<file path="config.mk">
export PLATFORM = sky130hd
export DESIGN_NAME = hazard_stall_ctrl_flat
export DESIGN_NICKNAME = d
export VERILOG_FILES = /design/src/rtl/hazard_stall_ctrl_if.sv /design/src/rtl/hazard_stall_ctrl.sv /design/src/flat_wrapper.sv
export SDC_FILE = /design/constraint.sdc
export NUM_CORES = 1
export LEC_CHECK = 0
export CORE_UTILIZATION = 48
export DETAILED_ROUTE_END_ITERATION = 6
export PLACE_DENSITY = 0.8
export SLEW_MARGIN = 30
export SYNTH_ARGS = -nofsm -noshare
export SYNTH_HDL_FRONTEND = slang
export SYNTH_SLANG_ARGS = --single-unit
</file>
<file path="constraint.sdc">
create_clock -name clk -period 2.5 [get_ports clk]
set_input_delay 0.5 -clock clk [delete_from_list [all_inputs] [get_ports clk]]
set_output_delay 0.5 -clock clk [all_outputs]
set_load 0.05 [all_outputs]
</file>
<file path="src/rtl/hazard_stall_ctrl_if.sv">
// hazard_stall_ctrl_if: ID-stage hazard inputs and stall/flush outputs of the stall controller.
interface hazard_stall_ctrl_if #(parameter int PERF_W = 32);
  logic [4:0] id_rs, id_rt, ex_writeReg;
  logic id_useRs, id_useRt, id_isMD, ex_memRead, md_start, md_isDiv;
  logic denPC, denIFID, flushIDEX, md_busy;
  logic [PERF_W-1:0] stall_cnt;
  modport master(
    output id_rs, id_rt, id_useRs, id_useRt, id_isMD, ex_memRead, ex_writeReg, md_start, md_isDiv,
    input denPC, denIFID, flushIDEX, md_busy, stall_cnt
  );
  modport slave(
    input id_rs, id_rt, id_useRs, id_useRt, id_isMD, ex_memRead, ex_writeReg, md_start, md_isDiv,
    output denPC, denIFID, flushIDEX, md_busy, stall_cnt
  );
endinterface

</file>
<file path="src/rtl/hazard_stall_ctrl.sv">
// hazard_stall_ctrl: load-use / HI-LO stall generation, mult/div busy window, saturating stall counter.
module hazard_stall_ctrl #(
  parameter int MULT_CYCLES = 5,
  parameter int DIV_CYCLES  = 10,
  parameter int CNT_W       = 4,
  parameter int PERF_W      = 32
) (
  input logic clk,
  input logic reset,
  hazard_stall_ctrl_if.slave bus
);
  typedef enum logic {IDLE, BUSY} state_t;
  state_t r_state, w_state_nxt;
  logic [CNT_W-1:0] r_cnt, w_cnt_nxt;
  logic [PERF_W-1:0] r_perf;
  logic w_load_use, w_md_hazard, w_stall;
  always_ff @(posedge clk) begin
    if (!reset) begin
      r_state <= IDLE;
      r_cnt   <= '0;
      r_perf  <= '0;
    end else begin
      r_state <= w_state_nxt;
      r_cnt   <= w_cnt_nxt;
      r_perf  <= (w_stall && !(&r_perf)) ? r_perf + PERF_W'(1) : r_perf;
    end
  end
  // md_start is only honoured from IDLE; a start while busy never reloads
  always_comb begin
    w_state_nxt = r_state;
    w_cnt_nxt   = r_cnt;
    if (r_state == BUSY) begin
      w_cnt_nxt   = r_cnt - CNT_W'(1);
      w_state_nxt = (r_cnt == CNT_W'(1)) ? IDLE : BUSY;
    end else if (bus.md_start) begin
      w_cnt_nxt   = bus.md_isDiv ? CNT_W'(DIV_CYCLES) : CNT_W'(MULT_CYCLES);
      w_state_nxt = BUSY;
    end
  end
  assign w_load_use = bus.ex_memRead && (bus.ex_writeReg != 5'd0) &&
                      ((bus.id_useRs && bus.id_rs == bus.ex_writeReg) ||
                       (bus.id_useRt && bus.id_rt == bus.ex_writeReg));
  assign w_md_hazard   = bus.id_isMD && ((r_state == BUSY) || bus.md_start);
  assign w_stall       = w_load_use || w_md_hazard;
  assign bus.denPC     = w_stall;
  assign bus.denIFID   = w_stall;
  assign bus.flushIDEX = w_stall;
  assign bus.md_busy   = (r_state == BUSY);
  assign bus.stall_cnt = r_perf;
endmodule
</file>
<file path="src/flat_wrapper.sv">
// flat-port wrapper written by rule: the top's interface ports become plain ports
module hazard_stall_ctrl_flat 
#(
  parameter int MULT_CYCLES = 5,
  parameter int DIV_CYCLES  = 10,
  parameter int CNT_W       = 4,
  parameter int PERF_W      = 32
)
  (clk, reset, bus_id_rs, bus_id_rt, bus_id_useRs, bus_id_useRt, bus_id_isMD, bus_ex_memRead, bus_ex_writeReg, bus_md_start, bus_md_isDiv, bus_denPC, bus_denIFID, bus_flushIDEX, bus_md_busy, bus_stall_cnt);
  hazard_stall_ctrl_if #(.PERF_W(PERF_W)) bus_i ();
  input logic clk;
  input logic reset;
  input wire logic [$bits(bus_i.id_rs)-1:0] bus_id_rs;
  input wire logic [$bits(bus_i.id_rt)-1:0] bus_id_rt;
  input wire logic [$bits(bus_i.id_useRs)-1:0] bus_id_useRs;
  input wire logic [$bits(bus_i.id_useRt)-1:0] bus_id_useRt;
  input wire logic [$bits(bus_i.id_isMD)-1:0] bus_id_isMD;
  input wire logic [$bits(bus_i.ex_memRead)-1:0] bus_ex_memRead;
  input wire logic [$bits(bus_i.ex_writeReg)-1:0] bus_ex_writeReg;
  input wire logic [$bits(bus_i.md_start)-1:0] bus_md_start;
  input wire logic [$bits(bus_i.md_isDiv)-1:0] bus_md_isDiv;
  output wire logic [$bits(bus_i.denPC)-1:0] bus_denPC;
  output wire logic [$bits(bus_i.denIFID)-1:0] bus_denIFID;
  output wire logic [$bits(bus_i.flushIDEX)-1:0] bus_flushIDEX;
  output wire logic [$bits(bus_i.md_busy)-1:0] bus_md_busy;
  output wire logic [$bits(bus_i.stall_cnt)-1:0] bus_stall_cnt;
  assign bus_i.id_rs = bus_id_rs;
  assign bus_i.id_rt = bus_id_rt;
  assign bus_i.id_useRs = bus_id_useRs;
  assign bus_i.id_useRt = bus_id_useRt;
  assign bus_i.id_isMD = bus_id_isMD;
  assign bus_i.ex_memRead = bus_ex_memRead;
  assign bus_i.ex_writeReg = bus_ex_writeReg;
  assign bus_i.md_start = bus_md_start;
  assign bus_i.md_isDiv = bus_md_isDiv;
  assign bus_denPC = bus_i.denPC;
  assign bus_denIFID = bus_i.denIFID;
  assign bus_flushIDEX = bus_i.flushIDEX;
  assign bus_md_busy = bus_i.md_busy;
  assign bus_stall_cnt = bus_i.stall_cnt;
  hazard_stall_ctrl #(.MULT_CYCLES(MULT_CYCLES), .DIV_CYCLES(DIV_CYCLES), .CNT_W(CNT_W), .PERF_W(PERF_W)) u_core (.clk(clk), .reset(reset), .bus(bus_i));
endmodule
</file>
After elaboration in Yosys (flattened, before gate mapping) --
Index checks and enable logic that the tools add are counted. Widths: inputs -> output; s select.
Cells by class: add/sub/neg operators 2, equality and inequality tests 3, muxes and demuxes 6, reduce and logical (&&, ||, !) cells 13
Operators by type and width (number):
- $add 32x1->32 const B | 1
- $reduce_and 32->1 | 1
- $mux 4 | 3
- $eq 5x5->1 | 2
- $logic_and 1x1->1 | 6
- $reduce_bool 5->1 | 1
- $eq 4x1->1 const B | 1
- $sub 4x1->4 const B | 1
- $logic_or 1x1->1 | 3
- $mux 1 | 3
- $reduce_bool 2->1 | 1
- $logic_not 1->1 | 1
Word-level totals: register bits after elaboration 37, input port bits 23, output and inout port bits 36, word-level logic and storage cells 27

Longest topological paths before layout --
Gate-level depths: netlist (run 1).
depth after elaboration 6, mapped depth 8, mapped depth without buffers 7

Worst setup path before layout (run 1) --
No wires, ideal clock.
kind input to output, start input bus_ex_writeReg[0], end output bus_denPC, arrival 2.024 ns, required time 2.000 ns, path slack -0.024 ns, cell stages on the path 6, path buffers 2, path through or4_1 -> o21ai_0 -> o21a_1 -> buf_2 -> inv_1 -> buf_4
On the way: cells in the longest elaborated chain, start to end 5, elaborated cells on any way between the ends 9, classes of those cells eq/ne (2); reduce/logical (7)
Ends and longest elaborated chain:
- start: declaration | RTL line flat_wrapper.sv:19 | input wire logic [$bits(bus_i.ex_writeReg)-1:0] bus_ex_writeReg;
- $eq 5x5->1, on equally long branches | RTL line hazard_stall_ctrl.sv:41, hazard_stall_ctrl.sv:42
- $logic_and 1x1->1, on equally long branches | RTL line hazard_stall_ctrl.sv:41, hazard_stall_ctrl.sv:42
- $logic_or 1x1->1 | RTL line hazard_stall_ctrl.sv:41 | ((bus.id_useRs && bus.id_rs == bus.ex_writeReg) ||
- $logic_and 1x1->1 * | RTL line hazard_stall_ctrl.sv:40 | assign w_load_use = bus.ex_memRead && (bus.ex_writeReg != 5'd0) &&
- $logic_or 1x1->1 * | RTL line hazard_stall_ctrl.sv:44 | assign w_stall = w_load_use || w_md_hazard;
- end: declaration | RTL line flat_wrapper.sv:22 | output wire logic [$bits(bus_i.denPC)-1:0] bus_denPC;
Every way passes the cells marked *; elsewhere a longest branch is shown, timed or not.

Worst setup path in the final report (run 1) --
start input bus_ex_writeReg[3], end output bus_flushIDEX
On the way: cells in the longest elaborated chain, start to end 5, elaborated cells on any way between the ends 9, classes of those cells eq/ne (2); reduce/logical (7)
Ends and longest elaborated chain:
- $eq 5x5->1, on equally long branches | RTL line hazard_stall_ctrl.sv:41, hazard_stall_ctrl.sv:42
- $logic_and 1x1->1, on equally long branches | RTL line hazard_stall_ctrl.sv:41, hazard_stall_ctrl.sv:42
- $logic_or 1x1->1 | RTL line hazard_stall_ctrl.sv:41
- $logic_and 1x1->1 * | RTL line hazard_stall_ctrl.sv:40
- $logic_or 1x1->1 * | RTL line hazard_stall_ctrl.sv:44
- end: declaration | RTL line flat_wrapper.sv:24 | output wire logic [$bits(bus_i.flushIDEX)-1:0] bus_flushIDEX;
Marked as above.

==> results.md, run 1 <==
- Status: finished clean
- Final net count: 359
- Cell area power density: 456 nW/um^2
- Number of endpoints failing setup at the final stage: 0
- End-of-flow core utilization: around three quarters
- Via count of the first global-routing pass: 2080
- IO Port Bufs: 58
- Global-route wire length before repair: 9250 um
- Post-route antenna net violation count: 0
- Placement-stage cell area: between 2000 and 3000 sq um
- Initial antenna violation count: 0
- Net count after synthesis: 285
- Synth unique cells: 44
- Post-detail-place hpwl: 4080 um
- Kind of end point of the critical path: primary output
- Share of final-layout standard cells stronger than drive strength 1: 14.7%
- Clk_lat worst skew: 0.30 ns
- Num rows: 23
- Mapped Area: 2130 sq um
- Placed cell count: ~380
- Global Route Usage Sum: a little over a quarter
- R2R depth: 6
- Global placer's final weighted congestion: 0.908
- Buffer levels on the longest clock path: 2
- Full die area: 4710 sq um
- Dominant register cell in the synthesized netlist: dfxtp_1
- Global route total overflow: 0
- Core Footprint: 4140 sq um
- Seq/Total Area, Yosys: 34.7%
- Register clock-pin slew on the reported worst setup and hold paths: 0.07 ns
- Cell depth of the worst min-delay path: 2
- Area fraction of the dominant cell type after synthesis: 34.7%
- Final instance area: 3050 sq um
- Part of the cycle the worst path needs: 97.4%
- Setup_tns: 0 ns
- Mean instance size in the synthesized netlist: 8.23 sq um
- Area contributors post-synth: dfxtp_1, nand4_1, a21oi_1
- Clock skew: 0.0120 ns
- Antenna Cells: 0
- Final worst-path setup slack: 0.0652 ns
- Setup repair after global routing missed its margin: no
- Total length of routed wires: 5820 um
- Launch point of the critical path: bus_ex_writeReg[3]
- Count of pins over their slew limit: 0
- X dimension of the die: 68.6 um
- Library cell occupying the most area in the post-synthesis netlist: dfxtp_1
- Max-cap violations: 0
- Number of DRC violations after detailed routing: 0
- Total of hold buffers inserted after clock tree synthesis: 0
- Number of enable flip-flop cells after synthesis: 0
- Post-layout minimum cycle time: 2.43 ns
- Final-report hold violation count: 0
- Average via count per standard cell: 5.91
- Area added between synthesis and finish: 43.0%
- Setup Slack @ Placement: -0.256 ns
- Clock tree from TritonCTS: yes
- Number of storage elements in the synthesis netlist: 37
- Starting utilization of the core area: 51.4%
- Reg2Reg Launch Point: u_core.bus.stall_cnt[4]$_SDFFE_PN0P_
- Level count of the clock H-tree: 2
- Post-Synthesis Cells: ~260
- Clock Sinks: 37
- Average wire length per cell after detail routing: around 15 um
- Warning count from the yosys run: 0
- Pleak: approximately 1.2 nW
- Class of the worst hold path: reg2reg
- Min-Delay Startpoint: u_core.r_cnt[2]$_SDFFE_PN0N_
- Number of cells in the finished layout apart from fillers: 384
- Largest fanout on the critical path: 4
- Max-Slew Margin vs Limit: 65.7%
- Floorplan die height: 68.6 um
- Largest vdd supply drop: 0.396 mV
- Achievable Freq: 0.411 GHz
- Clock buffer count from CTS: 5
- Cell at the root of the clock tree: clkbuf_8
- Total I/O pin count: 59
- Startpoint class of the critical path: input pin
- Critical Setup Path Class: in2out
- Data required time of the worst path: 2.00 ns
- Post-synth ARST share: 0%
- Number of violations reported at the end of detailed-routing iteration 0: 162
- Largest net degree at the start of global routing: 29
- Number of search-and-repair iterations in the first detailed-routing pass: 4
- Vias after detailed routing: 2271
- Data arrival time of the critical path: 1.93 ns
- Worst Max-Slew Pin Slew: 0.513 ns
-- critical path, cell delays in order --
cell and delay [ns]:
buf_2 0.12, or4_4 0.55, o21ai_4 0.17, o21a_1 0.19, clkinvlp_4 0.19, buf_8 0.19
-- layer usage --
metal  vias to the layer above  global-route usage, %  wire, um  part of all wire, %
li1                       1125                      -         -                    -
met1                      1066                   32.2      2490                   43
met2                        69                   43.8      2840                   49
met3                        11                   5.43       379                  6.5
met4                         0                   13.0       111                  1.9
met5                         -                      0         0                    0
-- registers in the layout, summed over array words and instances (netlist names) --
register and count:
u_core.bus.stall_cnt 32, u_core.r_cnt 4, u_core.bus.md_busy 1
-- final cells by class --
class                           count  area, sq um
Multi-Input combinational cell    197         1310
Sequential cell                    37          741
Clock buffer                        6         82.6
Timing Repair Buffer               82          779
Tap cell                           50         62.6
Inverter                           10         41.3
Clock inverter                      2         37.5
Fill cell                         345         1090
-- worst paths after layout --
check                           slack, ns                                     to
worst min-delay path                 0.49           u_core.r_cnt[2]$_SDFFE_PN0N_
worst min register to register       0.49           u_core.r_cnt[2]$_SDFFE_PN0N_
worst max register to register       0.27  u_core.bus.stall_cnt[25]$_SDFFE_PN0P_
worst max-delay path                 0.07                          bus_flushIDEX
-- cells in the final DEF, fill, tap and decap left out, types with 3 or more instances in the layout --
cell and instances:
xor2_1 4, nand2_1 16, mux2i_1 7, clkdlybuf4s50_1 40, nor4_1 4, and4_1 3
or3_1 13, ha_1 3, inv_1 9, nor2_1 12, nor3_1 4, buf_8 3
o21a_1 4, a211oi_1 4, or4_1 7, buf_4 24, clkbuf_8 6, a21oi_1 21
o31ai_1 6, dlymetal6s2s_1 10, xnor2_1 9, nand4_1 18, nand3_1 11, o21ai_0 13
dfxtp_1 37, and3_1 4, nand2b_1 4
-- power by group --
| group | internal [W] | total [W] | switching [W] |
|---|---|---|---|
| Sequential | 0.000600 | 0.000610 | 0.0000101 |
| Combinational | 0.000103 | 0.000222 | 0.000119 |
| Clock | 0.000325 | 0.000557 | 0.000232 |
| Total | 0.00103 | 0.00139 | 0.000361 |
-- kinds of logic after synthesis --
| logic type | synth area share (%) |
|---|---|
| muxes | 3.29 |
| AOI/OAI and AO/OA | 18.1 |
| and+or+nand+nor | 31.2 |
| DFF | 34.7 |
| adders and majority gates | 1.76 |
| xor gates and xnor gates | 5.75 |
| buffers and inverters | 5.11 |
-- timing repair --
item / 4_1_cts / 5_1_grt
pin swaps: 3 / 14
buffers inserted: 0 / 1
gates cloned: 0 / 0
setup endpoints to repair: 3 / 7
resized for setup: 17 / 19
-- through the flow --
| stage | hold slack [ns] | total power (W) |
|---|---|---|
| 6_report | 0.495 | 0.00139 |
| 5_1_grt | 0.513 | 0.00144 |
| 4_1_cts | 0.491 | 0.00139 |
| 3_5_place_dp | 0.482 | 0.000836 |
| 3_3_place_gp | 0.459 | 0.000830 |
| 2_1_floorplan | 0.445 | 0.000747 |
-- cell usage after synthesis (4+ instances only) --
library cell	instances
a211oi_1	4
a21oi_1	21
and3_1	4
clkbuf_1	9
dfxtp_1	37
inv_1	10
mux2i_1	7
nand2_1	16
nand2b_1	4
nand3_1	11
nand4_1	18
nor2_1	12
nor3_1	4
nor4_1	4
o21a_1	4
o21ai_0	15
o31ai_1	6
or3_1	13
or4_1	8
xnor2_1	10
xor2_1	4
No activity file was read; power rests on OpenSTA's default activity.
==> inputs of run 2 (changes only) <==
--- a/config.mk
+++ b/config.mk
@@ -5,9 +5,10 @@
 export SDC_FILE = /design/constraint.sdc
 export NUM_CORES = 1
 export LEC_CHECK = 0
+export CORE_MARGIN = 2
 export CORE_UTILIZATION = 48
 export DETAILED_ROUTE_END_ITERATION = 6
-export PLACE_DENSITY = 0.8
+export PLACE_DENSITY = 0.91
 export SLEW_MARGIN = 30
 export SYNTH_ARGS = -nofsm -noshare
 export SYNTH_HDL_FRONTEND = slang
==> run 2 against run 1 <==
Count of clock-buffer cells in the layout rose by 1. Final cell count up 1.0%. Fmax fell by 1.1%. Sequential share of layout area hardly changed. Critical endpoint unchanged. Largest power group unchanged. Highest routed layer unchanged.
==> results.md, run 2 (same netlist as run 1, synthesis figures left out) <==
- Kind of end point of the critical path: primary output
- Clock skew: 0.0117 ns (-0.000307 ns)
- Leading cell type in the layout, fill and taps excluded: clkdlybuf4s50_1
- Reg2Reg Launch Point: u_core.bus.stall_cnt[0]$_SDFFE_PN0P_
- Endpoint with the worst hold slack: u_core.r_cnt[2]$_SDFFE_PN0N_
- End-of-flow core utilization: 70.6% (-3.0 points)
- Cell area power density: 434 nW/um^2 (-4.7%)
- Post-route antenna net violation count: 0 (unchanged)
- Number of endpoints failing setup at the final stage: 0 (unchanged)
- Num rows: 24 (+4.3%)
- Total length of routed wires: 6300 um (+8.3%)
- Largest vdd supply drop: 0.226 mV (-43%)
- Total of hold buffers inserted after clock tree synthesis: 0 (unchanged)
- Worst Max-Slew Pin Slew: 0.505 ns (-0.00777 ns)
- Setup_tns: 0 ns (unchanged)
- Status: finished clean
- Clock buffer count from CTS: 5 (unchanged)
- Starting utilization of the core area: 49.3% (-2.1 points)
- Data required time of the worst path: 2.00 ns (about the same)
- Max reg flops: 32 (unchanged)
- Level count of the clock H-tree: 2 (unchanged)
- Cell at the root of the clock tree: clkbuf_8
- Antenna Cells: 0 (unchanged)
- Area added between synthesis and finish: 43.2%
- Max-Slew Margin vs Limit: 66.2% (+0.52 points)
- Worst flop-to-flop path endpoint: u_core.bus.stall_cnt[26]$_SDFFE_PN0P_
- X dimension of the die: 70.6 um (+2.9%)
- IO Port Bufs: 58 (unchanged)
- R2R depth: 6 (unchanged)
- Largest fanout on the critical path: 4 (unchanged)
- Placed cell count: 377 (+0.53%)
- Via count of the first global-routing pass: 2220 (+6.7%)
- Max-cap violations: 0 (unchanged)
- Number of search-and-repair iterations in the first detailed-routing pass: 5 (+1)
- Buffer levels on the longest clock path: 2 (unchanged)
- Count of pins over their slew limit: 0 (unchanged)
- Register Area: 741 sq um (unchanged)
- Initial antenna violation count: 0 (unchanged)
- Total I/O pin count: 59 (unchanged)
- Post-detail-place hpwl: 4350 um (+6.6%)
- Largest net degree at the start of global routing: 29 (unchanged)
- Register clock-pin slew on the reported worst setup and hold paths: 0.07 ns (about the same)
- Number of cells in the finished layout apart from fillers: 388 (+1.0%)
- Global route total overflow: 0 (unchanged)
- Global Route Usage Sum: 25.2% (-1.2 points)
- Startpoint class of the critical path: input pin
- Part of the cycle the worst path needs: 98.4% (+1.1 points)
- Achievable Freq: 0.406 GHz (-1.1%)
- # fillers: 348 (+0.87%)
- Number of violations reported at the end of detailed-routing iteration 0: 182 (+12%)
- Post-layout minimum cycle time: 2.46 ns (+0.0263 ns)
- Global placer's final weighted congestion: 0.826 (-9.1%)
- Data arrival time of the critical path: 1.96 ns (+0.03 ns)
- Full die area: 4990 sq um (+5.9%)
- Number of DRC violations after detailed routing: 0 (unchanged)
- Min-Delay Startpoint: u_core.r_cnt[2]$_SDFFE_PN0N_
- Share of final-layout standard cells stronger than drive strength 1: 14.0% (-0.68 points)
- Worst Path Buf+Inv: 3 (unchanged)
- Multi-input logic area: 1310 sq um (unchanged)
- Pleak: 1.12 nW (-2.6%)
- Clk_lat worst skew: 0.31 ns (about the same)
- CP delay by family, top: buffers and inverters
- Average wire length per cell after detail routing: 16.2 um (+7.2%)
- Clock Sinks: 37 (unchanged)
- Final net count: 361 (+0.56%)
- Cell at the slowest stage of the critical path: clkdlybuf4s50_1
- Cell depth of the worst min-delay path: 2 (unchanged)
- Core Footprint: 4320 sq um (+4.3%)
- Final-report hold violation count: 0 (unchanged)
- Global-route wire length before repair: 10200 um (+9.9%)
- Crit-path cells: clkdlybuf4s50_1, xnor2_1, nand4_1, o22a_1, o21a_4, clkinvlp_4, buf_8
- FF-to-FF setup slack: 0.27 ns (about the same)
- Critical Setup Path Class: in2out
- Maximum single-stage delay on the critical path: 0.47 ns (-0.08 ns)
- Clock tree from TritonCTS: yes
- Floorplan die height: 70.6 um (+2.9%)
- Vias after detailed routing: 2364 (+4.1%)
- Class of the worst hold path: reg2reg
- Average via count per standard cell: 6.09 (+3.0%)
- Most used cells in the layout excluding fill and tap cells: clkdlybuf4s50_1, dfxtp_1, buf_4
run 2: changes by cell type in the layout (fill, tap and decap cells not counted), sizes merged:
cell / delta
clkdlybuf4s50: +4
dlymetal6s2s: -4
clkbuf: -1
clkinv: +1
clkinvlp: -1
dlygate4sd2: +4
bufinv: -1
run 2: power breakdown:
group          leakage [nW]  switching, W  total [W]  internal, W
logic                 0.768      0.000118   0.000226     0.000108
registers             0.299     0.0000147   0.000615     0.000600
clock network        0.0542      0.000235   0.000485     0.000250
run 2: worst min-delay path: cells and delay by family, from the launching register on:
| kind | cells | cell delay (ns) |
|---|---|---|
| AO/OA/AOI/OAI | 1 | 0.05 |
| flip-flops | 1 | 0.32 |
| AND/OR/NAND/NOR | 1 | 0.06 |
run 2: timing repair:
| action | CTS | global route |
|---|---|---|
| pin swaps | 2 | 10 |
| gates resized for setup | 14 | 9 |
| endpoints found under the setup margin | 3 | 7 |
| setup buffers | 3 | 0 |
run 2: per-layer routing:
metal	part of all wire [%]	track usage [%]	up-vias
met1	43	30.8	1153
li1	-	-	1126
met2	51	44.2	77
met5	0	0	-
met3	5.4	4.27	8
met4	1.1	9.85	0
run 2: worst max-delay path by stage:
stage / from / end / slack (ns) / cells past startpoint
after CTS: bus_ex_writeReg[0] / bus_flushIDEX / 0.01 / 6
after floorplan: bus_ex_writeReg[0] / bus_denPC / 0.006 / 6
after global routing: bus_ex_writeReg[3] / bus_denPC / -0.002 / 6
after global placement: bus_ex_writeReg[3] / bus_denPC / -0.24 / 6
final: bus_id_rs[2] / bus_flushIDEX / 0.04 / 7
after detailed placement: bus_ex_writeReg[0] / u_core.bus.stall_cnt[26]$_SDFFE_PN0P_ / -0.29 / 9
run 2: final cells by class:
cell class | count | area share [%]
repair buffers | 84 | 26.2
well taps | 52 | 2.13
clock inverters | 1 | 0.164
flip-flops and latches | 37 | 24.3
inverters | 10 | 1.35
multi-input cells | 197 | 42.7
clock buffers | 7 | 3.16
run 2: per-stage QoR:
stage	instance area [sq um]	power (W)	worst slack, ns	hold WS [ns]
final	3050	0.00133	0.0389	0.477
after CTS	3020	0.00131	0.0106	0.479
after floorplan	2160	0.000747	0.00569	0.445
after global placement	2880	0.000828	-0.241	0.462
after global routing	3050	0.00136	-0.00197	0.498
after detailed placement	2880	0.000837	-0.287	0.470
